[src/rtl/vector_checker_pkg.sv]
// Shared types, sizes and the truth-table lookup for the vector checker.
package vector_checker_pkg;

  typedef enum logic [1:0] {
    IDLE = 2'd0,
    RUN  = 2'd1,
    DONE = 2'd2
  } state_t;

  localparam int unsigned LOG_DEPTH = 4;
  localparam int unsigned MAX_N_IN  = 8;
  localparam int unsigned MAX_VEC   = 2 ** MAX_N_IN;

  // Expected DUT output for one input vector; truth is zero-extended by the caller.
  function automatic logic expected_y(input logic [MAX_VEC-1:0] truth,
                                      input logic [MAX_N_IN-1:0] vec);
    return truth[vec];
  endfunction

endpackage

[src/rtl/fail_log_fifo.sv]
// Small synchronous FIFO holding mismatching samples; pushes when full are dropped.
module fail_log_fifo
  import vector_checker_pkg::*;
#(
  parameter int unsigned W = 4
) (
  input  logic         clk,
  input  logic         reset_n,
  input  logic         clr,
  input  logic         push,
  input  logic         pop,
  input  logic [W-1:0] din,
  output logic [W-1:0] dout,
  output logic         full,
  output logic         empty
);

  localparam int unsigned AW = $clog2(LOG_DEPTH);

  logic [W-1:0]  mem [LOG_DEPTH];
  logic [AW-1:0] wr_ptr;
  logic [AW-1:0] rd_ptr;
  logic [AW:0]   count;
  logic          do_push;
  logic          do_pop;

  assign full    = (count == (AW + 1)'(LOG_DEPTH));
  assign empty   = (count == '0);
  assign do_push = push & ~full;
  assign do_pop  = pop & ~empty;
  assign dout    = mem[rd_ptr];

  always_ff @(posedge clk) begin
    if (!reset_n || clr) begin
      wr_ptr <= '0;
      rd_ptr <= '0;
      count  <= '0;
    end else begin
      if (do_push) wr_ptr <= wr_ptr + 1'b1;
      if (do_pop)  rd_ptr <= rd_ptr + 1'b1;
      count <= count + (AW + 1)'(do_push) - (AW + 1)'(do_pop);
    end
  end

  // Storage needs no reset; occupancy is tracked by count.
  always_ff @(posedge clk) begin
    if (do_push && reset_n && !clr) mem[wr_ptr] <= din;
  end

endmodule

[config.mk]
export PLATFORM = sky130hd
export DESIGN_NAME = fail_log_fifo
export DESIGN_NICKNAME = d
export VERILOG_FILES = /design/src/rtl/vector_checker_pkg.sv /design/src/rtl/fail_log_fifo.sv
export SDC_FILE = /design/constraint.sdc
export NUM_CORES = 1
export LEC_CHECK = 0
export ABC_AREA = 1
export ABC_CLOCK_PERIOD_IN_PS = 1900
export CORE_AREA = 2 2 47 49
export DETAILED_ROUTE_END_ITERATION = 10
export DIE_AREA = 0 0 49 51
export DONT_BUFFER_PORTS = 1
export PLACE_DENSITY = 0.73
export SYNTH_ARGS = -nofsm -noshare
export SYNTH_HDL_FRONTEND = slang
export SYNTH_SLANG_ARGS = --single-unit
[constraint.sdc]
create_clock -name clk -period 1.9 [get_ports clk]
set_input_delay 0.285 -clock clk [delete_from_list [all_inputs] [get_ports clk]]
set_output_delay 0.285 -clock clk [all_outputs]
set_load 0.01 [all_outputs]
Yosys cells after proc, flatten, opt, wreduce, memory -nomap -nowiden --
Memories as Yosys holds them, arrays and structs flattened. A register that Yosys moved wholly into a read port is not among the register bits. Cells that the tools add are included. W data, S select, Z words.
Storage, ports and cells: output and inout bits 6, bits in read-only memories 0, bits in latches 0, register bits after elaboration 7, memory bits (writable) 16, memories 1
Cells by class: add/sub/neg operators 4, reduce and logical (&&, ||, !) cells 6, shift-type cells 0, divide/modulo/power cells 0, equal/unequal tests 1, muxes and demuxes 4, bitwise logic cells 4, multipliers 0, order comparisons 0
Memories:
- mem | depth 4, width 4, rd ports 1, clocked after memory_dff 1, wr ports 1, RTL line fail_log_fifo.sv:20 | logic [W-1:0] mem [LOG_DEPTH];
Operators with widths (count):
- $add A2 B1 Y2 const B | 2
- $mux W2 | 2
- $add A3 B1 Y3 | 1
- $eq A3 B3 Y1 const B | 1
- $logic_not A3 Y1 | 1
- $sub A3 B1 Y3 | 1
- $and A1 B1 Y1 | 2
- $logic_and A1 B1 Y1 | 2
- $logic_not A1 Y1 | 2
- $mux W1 | 2
- $not A1 Y1 | 2
- $logic_or A1 B1 Y1 | 1

Depth between registers and ports, before layout --
Gate-level depths: netlist (run 1).
depth after elaboration 7, gate-level depth with buffers 11, depth with buffers taken out 11

Worst setup path before layout (run 1) --
OpenSTA, ideal clock, no wires.
kind reg2reg, from reg count[1], to reg count[2], library setup time 0.115 ns, stages on the path, launching flop included 11, path buffers 0, data required time 1.785 ns, clock period less this slack 1.830 ns, setup slack 0.070 ns, arrival time 1.715 ns, cell sequence dfxtp_1 > nor2_4 > nand2_4 > inv_1 > nor2_1 > ha_1 > inv_1 > ha_1 > fa_1 > a21oi_1 > nor2_1
On the way: elaborated cells between the ends (all ways) 8, classes of those cells add/sub (2); eq/ne (1); bitwise (4); reduce/logical (1)
RTL lines:
- start: declaration | RTL line fail_log_fifo.sv:23 | logic [AW:0] count;
- start signal: assignment | RTL line fail_log_fifo.sv:41 | count <= count + (AW + 1)'(do_push) - (AW + 1)'(do_pop);
- $logic_not A3 Y1 | RTL line fail_log_fifo.sv:28 | assign empty = (count == '0);
- named net empty | RTL line fail_log_fifo.sv:15 | output logic empty
- $not A1 Y1 | RTL line fail_log_fifo.sv:30 | assign do_pop = pop & ~empty;
- $and A1 B1 Y1 | RTL line fail_log_fifo.sv:30
- named net do_pop | RTL line fail_log_fifo.sv:25 | logic do_pop;
- $sub A3 B1 Y3 | RTL line fail_log_fifo.sv:41
The timed path passes the listed nets, and every way through them passes these cells. A chain may end at the register's enable or synchronous reset.

Worst setup path in the final report (run 1) --
from reg count[0], to reg count[1]
On the way: elaborated cells between the ends (all ways) 8, classes of those cells add/sub (2); eq/ne (1); bitwise (4); reduce/logical (1)
RTL lines (RTL line):
- $logic_not A3 Y1 | fail_log_fifo.sv:28
- $not A1 Y1 | fail_log_fifo.sv:30
- $and A1 B1 Y1 | fail_log_fifo.sv:30
- named net do_pop | fail_log_fifo.sv:25
- $sub A3 B1 Y3 | fail_log_fifo.sv:41
The timed path passes the listed nets, and every way through them passes these cells.

==> impl_metrics.toml, run 1 <==
[clocking]
cts_buffer_depth = 2
numCtsBuffers = 3
clock-sinks = 25
insertion_delay_ns = 0.32
cts.clk_slew.worst_paths_ns = 0.14
root_buffer = "clkbuf_4"
cts_tree = "done"
htree_num_levels = 1
ctsHoldBuffers = 0

[drt]
viasPerCell = 5.00
vias = 720
wl_mm = 1.64
wl_per_cell_um = 11.4
wirelength_met1_um = 697
drc = 0
dr.first_iter.drc_count = 10
postRouteAntennaNets = 0
top_layer = "met4"
dr.pass1.iters = 4
dr_wl_met3_um = 129
dr_wl_met2_um = 785

[critical_path]
crit_path_top_delay_cell = "fa_2"
worst_path_largest_cell_delay_ns = 0.52
rrSetupSlack_ns = 0.05
crit_fanout = 4
worstReg2RegStart = "count[0]"
worstSetupStartpointType = "flip-flop"
cp.required_ns = 2.17
arrival_ns = 2.12
crit_chain = "nor2_4 -> nand2_4 -> inv_2 -> nor2_1 -> ha_1 -> inv_1 -> ha_2 -> fa_2 -> inv_1 -> nor2_1"
worst-setup-path-type = "reg -> reg"
reg2regPathDepth = 10
rr_endpoint = "count[1]"
end_kind = "flip-flop"

[power]
power.density_mw_per_mm2 = 781
p_leak_nw = 0.482
p_total_uw = 955
vdd_ir_drop_max_uv = 554

[global_route]
grt_util_all_layers = 0.152
grt_first_pass_wirelength_mm = 2.73
grt_max_degree = 17
antenna_found_initial = 0
grt_pass1_vias = 662
grt_overflow = 0

[logic_synthesis]
synth_top_family_by_area = "simple AND/OR/NAND/NOR gates"
synthSimpleGateAreaFrac = 0.179
synth_area_leaders = "edfxtp_1 42%, dfxtp_1 16%, inv_1 6.9%, nor2_1 6.9%, ha_1 6.6%"
yosysTopAreaCell = "edfxtp_1"
synth.cell_area_mm2 = 0.00114
synth_adder_area_share = 0.0831
ys.warnings.count = 0
synth.avg_cell_area_um2 = 10.3
synth.ff_latch_count = 25
synth_top_area_frac = 0.420
syn-num-nets = 127
syn_inst = 111
synth.mux.area_fraction = 0
synth-seq-area-share = 0.577
yosysUniqueCellTypes = 18
synth_compound_area_frac = 0.0820
synthXorXnorAreaFrac = 0

[timing]
drv_slew = 0
rsz0062_at_grt = "true"
setup_viol = 0
fin_crit_sh = 0.973
min_period_ns = 1.85
skew_ns = 0.00618
worstMarginPinSlew_ns = 0.398
hold_viol = 0
max_freq_mhz = 541
slew-limit-headroom = 0.734

[place]
placed_cell_area_mm2 = 0.00118
place_congestion = 0.776
io_buffers = 0
dp_hpwl_mm = 1.21

[final_layout]
finalNetCount = 133
diodes = 0
synthToLayoutAreaGrowth_pct = 6.78
drive_gt1_frac = 0.164
stdcell_area_mm2 = 0.00122
mostFrequentLayoutCells = "21 x nor2_1, 20 x inv_1, 16 x edfxtp_1"
mostFrequentLayoutCell = "nor2_1"

[die]
die_y_um = 51
start_util = 0.555
die_area_mm2 = 0.00250
coreArea_mm2 = 0.00206
ios = 15
rows = 17
die_x_um = 49

[hold_path]
hold_path_class = "in -> reg"
hold_path_startpoint = "din[2]"
whs_path_depth = 0
hold_end = "mem[1][2]"

[flow_run]
drv_cap = 0

[run_status]
run_status = "completed"
sequential cells by signal (all words and copies together) (netlist names), named ones only:
name	flops
wr_ptr	2
count	3
rd_ptr	2
mem	16
kinds of logic (layout without fill, tap and decap cells):
kind of cell               after synthesis  after routing
and+or+nand+nor                         40             40
DFF                                     25             25
buffers and inverters                   22             27
AOI/OAI and AO/OA                       17             17
adders and majority gates                7              7
power breakdown:
group | internal, mW | leakage [nW] | switching (mW)
logic | 0.0425 | 0.245 | 0.0594
clock network | 0.0858 | 0.0183 | 0.167
registers | 0.590 | 0.218 | 0.0104
total | 0.718 | 0.482 | 0.237
per-stage QoR:
stage | setup slack, ns | hold WS [ns] | setup TNS (ns) | cells | util
floorplan | 0.0704 | 0.384 | 0 | 111 | -
global placement | 0.0782 | 0.384 | 0 | 139 | 0.570
detailed placement | 0.0215 | 0.384 | 0 | 139 | 0.570
CTS | 0.00497 | 0.0344 | 0 | 143 | 0.586
global route | -0.0319 | 0.0213 | -0.0340 | 144 | 0.592
finish | 0.0505 | 0.0415 | 0 | 144 | 0.592
timing repair:
action,4_1_cts,5_1_grt
resized for setup,1,4
setup buffers,0,1
pin swaps,0,3
setup endpoints to repair,1,2
cell usage after synthesis, drive strengths merged:
cell type / count
a21oi: 5
buf: 1
dfxtp: 9
edfxtp: 16
fa: 1
ha: 6
inv: 21
nand2: 12
nand3: 5
nor2: 23
o21ai: 8
o22ai: 4
routing by layer:
metal	global-route usage	vias to the layer above
li1	-	369
met1	0.162	325
met2	0.265	22
met3	0.0409	4
met4	0.100	0
met5	0	-
cell type report:
type / instances / area [um^2]
repair buffers: 2 / 15.0
inverters: 21 / 78.8
well taps: 28 / 35.0
clock inverters: 1 / 8.76
clock buffers: 3 / 22.5
fillers: 195 / 841
flip-flops and latches: 25 / 663
multi-input cells: 64 / 399
worst max-delay path by stage:
stage / to / depth (start not counted) / slack, ns / from
after CTS: count[1] / 10 / 0.005 / count[1]
after detailed placement: count[2] / 10 / 0.02 / count[1]
after global routing: count[1] / 10 / -0.03 / count[0]
after global placement: count[1] / 10 / 0.08 / count[1]
after floorplan: count[2] / 10 / 0.07 / count[1]
final: count[1] / 10 / 0.05 / count[0]
worst max-delay path: cells and delay by family, from the launching register on:
kind | cells | cell delay, ns
fa+ha+maj | 3 | 0.94
flops | 1 | 0.36
simple gates | 4 | 0.34
buf+inv | 3 | 0.14
No activity file was read; power rests on OpenSTA's default activity.
==> inputs of run 2 (changes only) <==
CTS_CLUSTER_SIZE = 16   (was default)
SLEW_MARGIN = 20   (was default)
==> results of run 2 <==
Final layout, timing and power as in run 1 (identical DEF).
